File: config.mk
export PLATFORM = sky130hd
export DESIGN_NAME = aes_pipe_ctrl_flat
export DESIGN_NICKNAME = d
export VERILOG_FILES = /design/src/rtl/aes_pipe_ctrl_if.sv /design/src/rtl/aes_pipe_ctrl.sv /design/src/flat_wrapper.sv
export SDC_FILE = /design/constraint.sdc
export NUM_CORES = 2
export LEC_CHECK = 0
export ABC_AREA = 1
export CELL_PAD_IN_SITES_DETAIL_PLACEMENT = 2
export CELL_PAD_IN_SITES_GLOBAL_PLACEMENT = 2
export CORE_UTILIZATION = 30
export CTS_BUF_LIST = sky130_fd_sc_hd__clkbuf_16
export DETAILED_ROUTE_END_ITERATION = 7
export PLACE_DENSITY = 0.59
export SYNTH_ARGS = -nofsm -noshare
export SYNTH_HDL_FRONTEND = slang
export SYNTH_SLANG_ARGS = --single-unit
File: constraint.sdc
create_clock -name ap_clk -period 21 [get_ports ap_clk]
set_clock_uncertainty 0.05 [all_clocks]
set_input_delay 4.2 -clock ap_clk [delete_from_list [all_inputs] [get_ports ap_clk]]
set_output_delay 4.2 -clock ap_clk [all_outputs]
set_load 0.05 [all_outputs]
File: src/rtl/aes_pipe_ctrl_if.sv
// aes_pipe_ctrl_if: stream, core and status signals of the AES pipeline controller
interface aes_pipe_ctrl_if #(parameter int DATA_W = 128);
    logic [DATA_W-1:0] in_V_dout;
    logic              in_V_empty_n;
    logic              in_V_read;
    logic [DATA_W-1:0] out_V_din;
    logic              out_V_full_n;
    logic              out_V_write;
    logic              key_write;
    logic [DATA_W-1:0] key_data;
    logic              text_write;
    logic [DATA_W-1:0] text_data;
    logic [DATA_W-1:0] enc_data;
    logic              enc_valid;
    logic              busy;
    logic              err;
    modport master (
        input  in_V_dout, in_V_empty_n, out_V_full_n, enc_data, enc_valid,
        output in_V_read, out_V_din, out_V_write, key_write, key_data,
               text_write, text_data, busy, err
    );
    modport slave (
        output in_V_dout, in_V_empty_n, out_V_full_n, enc_data, enc_valid,
        input  in_V_read, out_V_din, out_V_write, key_write, key_data,
               text_write, text_data, busy, err
    );
endinterface

File: src/rtl/aes_pipe_ctrl.sv
// aes_pipe_ctrl: frames a header/key/text stream onto an AES core and buffers its results
module aes_pipe_ctrl #(
    parameter int DATA_W     = 128,
    parameter int FIFO_DEPTH = 16,
    parameter int KEY_GAP    = 2
) (
    input logic             ap_clk,
    input logic             ap_rst,
    aes_pipe_ctrl_if.master bus
);
    localparam int AW = $clog2(FIFO_DEPTH);
    localparam int CW = AW + 1;
    localparam int GW = $clog2(KEY_GAP + 1) + 1;

    typedef enum logic [1:0] {HDR, DRAIN, KEY, TEXT} state_t;

    state_t            state, state_nx;
    logic [31:0]       rem_cnt;
    logic [GW-1:0]     gap_cnt;
    logic [CW-1:0]     in_flight, fifo_cnt;
    logic [AW-1:0]     wr_ptr, rd_ptr;
    logic [DATA_W-1:0] mem [FIFO_DEPTH];
    logic              en, rd, credit_ok, pop, bad, push;
    logic              hdr_rd, key_rd, text_rd;

    function automatic logic [DATA_W-1:0] byte_rev(input logic [DATA_W-1:0] w);
        logic [DATA_W-1:0] r;
        for (int i = 0; i < DATA_W / 8; i++) r[8*i +: 8] = w[DATA_W-8-8*i +: 8];
        return r;
    endfunction

    // credit counts results the core may still return, so its output can never overflow the FIFO
    assign credit_ok = ({1'b0, in_flight} + {1'b0, fifo_cnt}) < (CW + 1)'(FIFO_DEPTH);
    assign en = (state == HDR || state == KEY) ? 1'b1 :
                (state == TEXT) ? (gap_cnt == '0 && credit_ok) : 1'b0;
    assign rd      = bus.in_V_empty_n && en && !ap_rst;
    assign hdr_rd  = rd && state == HDR;
    assign key_rd  = rd && state == KEY;
    assign text_rd = rd && state == TEXT;
    assign pop     = fifo_cnt != '0 && bus.out_V_full_n && !ap_rst;
    assign bad     = bus.enc_valid && (in_flight == '0 || (fifo_cnt == CW'(FIFO_DEPTH) && !pop));
    assign push    = bus.enc_valid && !bad;

    assign bus.in_V_read   = rd;
    assign bus.out_V_write = pop;
    assign bus.out_V_din   = mem[rd_ptr];
    assign bus.busy        = state != HDR || in_flight != '0 || fifo_cnt != '0;

    // next state; DRAIN holds off the new key until every block of the old key has returned
    always_comb begin
        state_nx = state;
        case (state)
            HDR:     if (rd) state_nx = DRAIN;
            DRAIN:   if (in_flight == '0) state_nx = KEY;
            KEY:     if (rd) state_nx = (rem_cnt == 32'd0) ? HDR : TEXT;
            TEXT:    if (rd && rem_cnt == 32'd1) state_nx = HDR;
            default: state_nx = HDR;
        endcase
    end

    // state, counters, error flag and the registered core-side writes
    always_ff @(posedge ap_clk) begin
        if (ap_rst) begin
            state          <= HDR;
            rem_cnt        <= '0;
            gap_cnt        <= '0;
            in_flight      <= '0;
            fifo_cnt       <= '0;
            wr_ptr         <= '0;
            rd_ptr         <= '0;
            bus.err        <= 1'b0;
            bus.key_write  <= 1'b0;
            bus.text_write <= 1'b0;
            bus.key_data   <= '0;
            bus.text_data  <= '0;
        end else begin
            state <= state_nx;
            if (hdr_rd) rem_cnt <= bus.in_V_dout[31:0];
            else if (text_rd) rem_cnt <= rem_cnt - 32'd1;
            if (key_rd) gap_cnt <= GW'(KEY_GAP);
            else if (gap_cnt != '0) gap_cnt <= gap_cnt - 1'b1;
            in_flight <= in_flight + CW'(text_rd) - CW'(push);
            fifo_cnt  <= fifo_cnt + CW'(push) - CW'(pop);
            if (push) wr_ptr <= wr_ptr + 1'b1;
            if (pop) rd_ptr <= rd_ptr + 1'b1;
            if (bad) bus.err <= 1'b1;
            bus.key_write  <= key_rd;
            bus.text_write <= text_rd;
            if (key_rd) bus.key_data <= byte_rev(bus.in_V_dout);
            if (text_rd) bus.text_data <= byte_rev(bus.in_V_dout);
        end
    end

    // result storage; only entries between the pointers are ever visible, so no reset
    always_ff @(posedge ap_clk) begin
        if (push) mem[wr_ptr] <= byte_rev(bus.enc_data);
    end
endmodule

File: src/flat_wrapper.sv
// flat-port wrapper written by rule: the top's interface ports become plain ports
module aes_pipe_ctrl_flat 
#(
    parameter int DATA_W     = 128,
    parameter int FIFO_DEPTH = 16,
    parameter int KEY_GAP    = 2
)
  (ap_clk, ap_rst, bus_in_V_dout, bus_in_V_empty_n, bus_out_V_full_n, bus_enc_data, bus_enc_valid, bus_in_V_read, bus_out_V_din, bus_out_V_write, bus_key_write, bus_key_data, bus_text_write, bus_text_data, bus_busy, bus_err);
  aes_pipe_ctrl_if #(.DATA_W(DATA_W)) bus_i ();
  input logic ap_clk;
  input logic ap_rst;
  input wire logic [$bits(bus_i.in_V_dout)-1:0] bus_in_V_dout;
  input wire logic [$bits(bus_i.in_V_empty_n)-1:0] bus_in_V_empty_n;
  input wire logic [$bits(bus_i.out_V_full_n)-1:0] bus_out_V_full_n;
  input wire logic [$bits(bus_i.enc_data)-1:0] bus_enc_data;
  input wire logic [$bits(bus_i.enc_valid)-1:0] bus_enc_valid;
  output wire logic [$bits(bus_i.in_V_read)-1:0] bus_in_V_read;
  output wire logic [$bits(bus_i.out_V_din)-1:0] bus_out_V_din;
  output wire logic [$bits(bus_i.out_V_write)-1:0] bus_out_V_write;
  output wire logic [$bits(bus_i.key_write)-1:0] bus_key_write;
  output wire logic [$bits(bus_i.key_data)-1:0] bus_key_data;
  output wire logic [$bits(bus_i.text_write)-1:0] bus_text_write;
  output wire logic [$bits(bus_i.text_data)-1:0] bus_text_data;
  output wire logic [$bits(bus_i.busy)-1:0] bus_busy;
  output wire logic [$bits(bus_i.err)-1:0] bus_err;
  assign bus_i.in_V_dout = bus_in_V_dout;
  assign bus_i.in_V_empty_n = bus_in_V_empty_n;
  assign bus_i.out_V_full_n = bus_out_V_full_n;
  assign bus_i.enc_data = bus_enc_data;
  assign bus_i.enc_valid = bus_enc_valid;
  assign bus_in_V_read = bus_i.in_V_read;
  assign bus_out_V_din = bus_i.out_V_din;
  assign bus_out_V_write = bus_i.out_V_write;
  assign bus_key_write = bus_i.key_write;
  assign bus_key_data = bus_i.key_data;
  assign bus_text_write = bus_i.text_write;
  assign bus_text_data = bus_i.text_data;
  assign bus_busy = bus_i.busy;
  assign bus_err = bus_i.err;
  aes_pipe_ctrl #(.DATA_W(DATA_W), .FIFO_DEPTH(FIFO_DEPTH), .KEY_GAP(KEY_GAP)) u_core (.ap_clk(ap_clk), .ap_rst(ap_rst), .bus(bus_i));
endmodule
# After elaboration in Yosys (flattened, before gate mapping)
# Memory sizes are Yosys's and may differ from the RTL's. A register that Yosys moved wholly into a read port is not among the register bits.
# Index checks and enable logic that the tools add are counted.
classes:
  add_sub_neg: 9
  mul: 0
  div: 0
  n_lt_le_gt_ge: 1
  eq_ne: 9
  shift: 0
  mux: 16
  bitwise_logic: 0
  reduce_logical: 31
op_table:
  columns: ["op", "count"]
  rows:
  - ["32-bit two-way mux", 2]
  - ["32-bit by 1-bit equality test with 1-bit output (second input constant)", 1]
  - ["32-bit zero test", 1]
  - ["32-bit by 1-bit subtractor with 32-bit output (second input constant)", 1]
  - ["2-bit two-way mux", 7]
  - ["1-bit logical AND", 12]
  - ["5-bit by 1-bit adder with 5-bit output", 2]
  - ["5-bit nonzero test", 2]
  - ["5-bit by 1-bit subtractor with 5-bit output", 2]
  - ["4-bit by 1-bit adder with 4-bit output (second input constant)", 2]
  - ["4-bit two-way mux", 2]
  - ["2-bit one-hot mux with 4 select lines", 1]
  - ["5-bit by 5-bit adder with 6-bit output", 1]
  - ["6-bit by 5-bit less-than comparator with 1-bit output (second input constant)", 1]
  - ["2-bit by 1-bit != test with 1-bit output (second input constant)", 3]
  - ["2-bit nonzero test", 3]
  - ["5-bit equality test (second input constant)", 1]
  - ["5-bit zero test", 1]
  - ["2-bit equality test (second input constant)", 2]
  - ["1-bit logical OR", 4]
  - ["1-bit two-way mux", 4]
  - ["4-bit AND reduction", 1]
  - ["1-bit zero test", 3]
  - ["3-bit zero test", 1]
  - ["6 further kinds", 6]
totals:
  regBits: 314
  latch_bits: 0
  ramBits: 2048
  romBits: 0
  in_bits: 261
  out_inout_bits: 390
  wordCells: 80
  mem_count: 1
mem_list:
  columns: ["name", "depth", "word_bits", "rd", "rd_clocked_by_memory_dff", "write_ports", "line", "source"]
  rows:
  - ["u_core.mem", 16, 128, 1, 1, 1, "aes_pipe_ctrl.sv:22", "logic [DATA_W-1:0] mem [FIFO_DEPTH];"]

# Logic depth before layout (Yosys ltp)
logic_depth:
  ltp_word: 11
  depth_mapped: 18
  ltp_nobuf: 18

# Worst setup path after synthesis
# Ideal clock, no wire load.
synth_timing:
  path_kind: "input to register"
  from: "input bus_out_V_full_n"
  to: "memory u_core.mem[11][0] (enable)"
  setup_time_ns: 0.617
  arrival_ns: 10.323
  setup_slack_ns: 10.010
  stages: 8
  path_cell_list: "nand2_1 > inv_1 > nand2_1 > nand2_1 > nand3_1 > inv_1 > nand2_1 > nor2_1"
synth_between:
  elab_chain_len: 10
synth_lines:
  columns: ["element", "line", "source"]
  rows:
  - ["start, declared", "flat_wrapper.sv:14", "input wire logic [$bits(bus_i.out_V_full_n)-1:0] bus_out_V_full_n;"]
  - ["1-bit logical AND (2 in a row)", "aes_pipe_ctrl.sv:40", "assign pop = fifo_cnt != '0 && bus.out_V_full_n && !ap_rst;"]
  - ["1-bit zero test", "aes_pipe_ctrl.sv:41", "assign bad = bus.enc_valid && (in_flight == '0 || (fifo_cnt == CW'(FIFO_DEPTH) && !pop));"]
  - ["1-bit logical AND", "aes_pipe_ctrl.sv:41", null]
  - ["1-bit logical OR", "aes_pipe_ctrl.sv:41", null]
  - ["1-bit logical AND", "aes_pipe_ctrl.sv:41", null]
  - ["1-bit zero test", "aes_pipe_ctrl.sv:42", "assign push = bus.enc_valid && !bad;"]
  - ["1-bit logical AND", "aes_pipe_ctrl.sv:42", null]
  - ["net u_core.push", "aes_pipe_ctrl.sv:23", "logic en, rd, credit_ok, pop, bad, push;"]
  - ["1-bit two-way mux", "aes_pipe_ctrl.sv:96", "if (push) mem[wr_ptr] <= byte_rev(bus.enc_data);"]
  - ["1-bit two-way mux (not written as such)", "aes_pipe_ctrl.sv:96", null]
  - ["end, declared", "aes_pipe_ctrl.sv:22", null]
# The timed path passes the listed nets, and every way through them passes these cells.

==> impl_metrics.tcl <==
set metrics [dict create \
    status "finished, final reports clean" \
    synth-main-ff-cell "edfxtp_1" \
    die_w_um 554 \
    grt_first_pass_wirelength_um 477000 \
    ioPinCount 651 \
    powerDensity_nw_per_um2 124 \
    p_sw_uw 4760 \
    ys_async_sr_fraction_pct 0 \
    h-tree-depth 5 \
    seqPwrFrac_pct 39.8 \
    first_pass_iters 5 \
    post-cts-setup-buffers 0 \
    period_share_pct 53.0 \
    setup_tns_ps 0 \
    slowest_delay_ps 980 \
    whs_path_depth 2 \
    ir_drop_uv 107 \
    synth_nets 7604 \
    gp_congestion 0.768 \
    antenna_found_initial 55 \
    fp.coreArea_um2 303000 \
    r2r_start "u_core.fifo_cnt[2]$_SDFF_PP0_" \
    drcViolationCount 0 \
    die_h_um 554 \
    synth_area_um2 91400 \
    layout-drive-gt1-share_pct 6.01 \
    clkSinkCount 2366 \
    wl_per_cell_um 27.5 \
    wirelength_um 330000 \
    clock_power_share_pct 33.0 \
    vias_per_cell 5.23 \
    synth_warnings 0 \
    dp_cells 11500 \
    rows 202 \
    finalNonFillerCells 12000 \
    cts_resized 0 \
    rsz0062_at_grt "false" \
    cts_tree "yes" \
    worstPathMaxFanout 221 \
    grt_overflow_total 0 \
    power.share.switching_pct 34.8 \
    crit_slowest_cell "buf_4" \
    ys_ff_latch 2366 \
    fin_crit_ps 11120 \
    setup_ws_ps 9880 \
    initial_utilization_pct 30.2 \
    critPathRequiredTime_ps 16750 \
    port_buffers 650 \
    layout.nets 8095 \
    hp-class "flip-flop to flip-flop" \
    path_cells "inv_8, buf_12, buf_12, buf_4, o21ai_0, o221ai_1, o21ai_0, o22ai_1, clkdlybuf4s50_1" \
    p_int_uw 8910 \
    drv_slew 0 \
    crit_type "flip-flop to output pin" \
    clk_pin_slew_ps 60 \
    min_from "u_core.bus.key_data[24]$_SDFFE_PP0P_" \
    synth_cell_type_count 38 \
    synth_cells 7317 \
    max_freq_mhz 89.9 \
    regArea_um2 67900 \
    max_cap_violations 0 \
    cp.arrival_ps 6870 \
    ys_seq_area_share_pct 74.2 \
    tightest_slew_ps 1330 \
    n_fill_cell 31000 \
    grtUsageTotal_pct 21.0 \
    vias 62800 \
    dieArea_um2 307000 \
    synth_edf_count 2048 \
    combPwrFrac_pct 27.2 \
    cp-start-kind "flip-flop" \
    multi_input_area_um2 21000 \
    clock-root-buffer "clkbuf_16" \
    cts.hold.buffers_added 0 \
    grt_max_degree 233 \
    p_leak_uw 0.0360 \
    reg2reg_to "u_core.mem[6][60]$_DFFE_PP_" \
    slew_headroom_pct 11.4 \
    drtIter0Drc 3770 \
    place_ws_ps 9920 \
    postSynthAreaPerCell_um2 12.5 \
    drtAntennaViolNets 0 \
    rrSetupSlack_ps 15730 \
    dp_hpwl_um 175000 \
    hold_viol_final 0 \
    area_delta_synth_final_pct 20.3 \
    setup_viol 0 \
    cts_buffers 278 \
    grt_pass1_vias 67400 \
    insertion_delay_ps 860 \
    ctsLongestPathBuffers 4 \
    worstSetupEndpointType "output pin" \
    ff2ff_path_depth 13 \
    min_to "u_core.bus.key_data[24]$_SDFFE_PP0P_" \
]
[layer usage]
| layer | share of wire [%] | GRT usage, % | vias up |
|---|---|---|---|
| li1 | - | - | 27900 |
| met1 | 44 | 27.3 | 33200 |
| met2 | 49 | 36.0 | 1149 |
| met3 | 4.0 | 3.41 | 486 |
| met4 | 2.5 | 5.54 | 36 |
| met5 | 0.065 | 0 | - |
[worst max path at each step]
stage / to / cells after the start / slack (ps) / from
after global placement: bus_in_V_read / 7 / 9890 / ap_rst
after floorplan: u_core.mem[11][0]$_DFFE_PP_ / 8 / 10010 / bus_out_V_full_n
after CTS: bus_out_V_din[116] / 9 / 9800 / flip-flop
after detailed placement: bus_in_V_read / 7 / 9920 / ap_rst
after global routing: bus_out_V_din[116] / 9 / 9510 / flip-flop
final: bus_out_V_din[116] / 9 / 9880 / flip-flop
[layout make-up]
type,count,area share [%]
timing repair buffer,738,6.73
multi-input combinational,4334,19.1
inverter,90,0.341
tap,3978,4.53
antenna,18,0.0410
sequential,2366,61.7
clock buffer,284,6.46
clock inverter,186,1.06
[state kept, by name, indices dropped and copies added (netlist names), named ones only]
register / count
u_core.bus.text_data: 128
u_core.bus.text_write: 1
u_core.in_flight: 5
u_core.rem_cnt: 32
u_core.mem: 2048
u_core.state: 2
u_core.bus.err: 1
u_core.bus.key_data: 128
u_core.rd_ptr: 4
u_core.bus.key_write: 1
u_core.wr_ptr: 4
u_core.fifo_cnt: 5
u_core.gap_cnt: 3
[power groups by stage]
stage / combinational [µW] / clock, µW / sequential [µW]
CTS: 3800 / 4640 / 5440
floorplan: 2320 / 0 / 5580
global route: 4040 / 4790 / 5460
global placement: 3700 / 0 / 5530
detailed placement: 3790 / 0 / 5540
finish: 3720 / 4510 / 5440
[Yosys cell counts, types with 2 or more instances]
cell type	number	area share, %
inv_1	85	0.35
buf_4	16	0.13
fa_1	2	0.044
a211oi_1	8	0.066
ha_1	24	0.33
or2_2	4	0.027
buf_2	156	0.85
o221ai_1	190	1.8
o21ai_1	105	0.57
buf_1	12	0.049
a21oi_1	193	1.1
inv_2	5	0.021
o211ai_1	49	0.40
dfxtp_1	318	7.0
mux2i_1	10	0.11
o31ai_1	5	0.041
o22ai_1	374	2.6
nand4_1	9	0.062
nand2_1	748	3.1
edfxtp_1	2048	67
nand3_1	227	1.2
a31oi_1	9	0.062
o21ai_0	1114	6.1
xnor2_1	6	0.057
nor2_1	1239	5.1
nand3b_1	2	0.016
xor2_1	5	0.048
clkbuf_1	330	1.4
nor3_1	3	0.016
buf_6	13	0.16
[placed cells by master, fill, tap and decap left out, types with 6 or more instances in the layout]
| cell type | Yosys | layout |
|---|---|---|
| nor2_1 | 1239 | 1223 |
| dfxtp_1 | 318 | 314 |
| o21ai_0 | 1114 | 1114 |
| buf_4 | 16 | 69 |
| a211oi_1 | 8 | 8 |
| inv_6 | 0 | 9 |
| a21oi_1 | 193 | 193 |
| inv_1 | 85 | 134 |
| o221ai_1 | 190 | 190 |
| bufinv_16 | 0 | 9 |
| clkdlybuf4s50_1 | 0 | 649 |
| nand3_1 | 227 | 227 |
| diode_2 | 0 | 18 |
| edfxtp_1 | 2048 | 2048 |
| xnor2_1 | 6 | 6 |
| clkbuf_16 | 0 | 284 |
| o22ai_1 | 374 | 374 |
| buf_12 | 0 | 19 |
| nand4_1 | 9 | 9 |
| o211ai_1 | 49 | 49 |
| clkinv_1 | 0 | 62 |
| clkinv_2 | 0 | 43 |
| nor2_4 | 1 | 18 |
| ha_1 | 24 | 24 |
| a31oi_1 | 9 | 9 |
| mux2i_1 | 10 | 10 |
| nand2_1 | 748 | 748 |
| o21ai_1 | 105 | 105 |
[metrics by stage]
stage	area (µm²)	hold slack [ps]	util [%]	power, µW
2_1_floorplan	91400	396	-	7900
3_3_place_gp	102000	402	33.5	9220
3_5_place_dp	102000	409	33.5	9320
4_1_cts	110000	418	36.3	13900
5_1_grt	110000	432	36.3	14300
6_report	110000	415	36.3	13700
[logic make-up (layout without fill, tap and decap cells)]
| family | Yosys count | in the layout | share of synthesized area, % |
|---|---|---|---|
| buf+inv | 617 | 1298 | 2.92 |
| fa+ha+maj | 26 | 26 | 0.372 |
| simple gates | 2238 | 2238 | 9.58 |
| compound gates | 2049 | 2049 | 12.7 |
| other cells | 0 | 18 | 0 |
| mux | 10 | 10 | 0.109 |
| flops | 2366 | 2366 | 74.2 |
| xor+xnor | 11 | 11 | 0.105 |
[worst max-delay path, delay by kind of cell (launching register included)]
kind | cells | cell delay (ps)
flops | 1 | 540
buf+inv | 5 | 3960
compound gates | 4 | 1060
(Power assumes the default switching activity.)
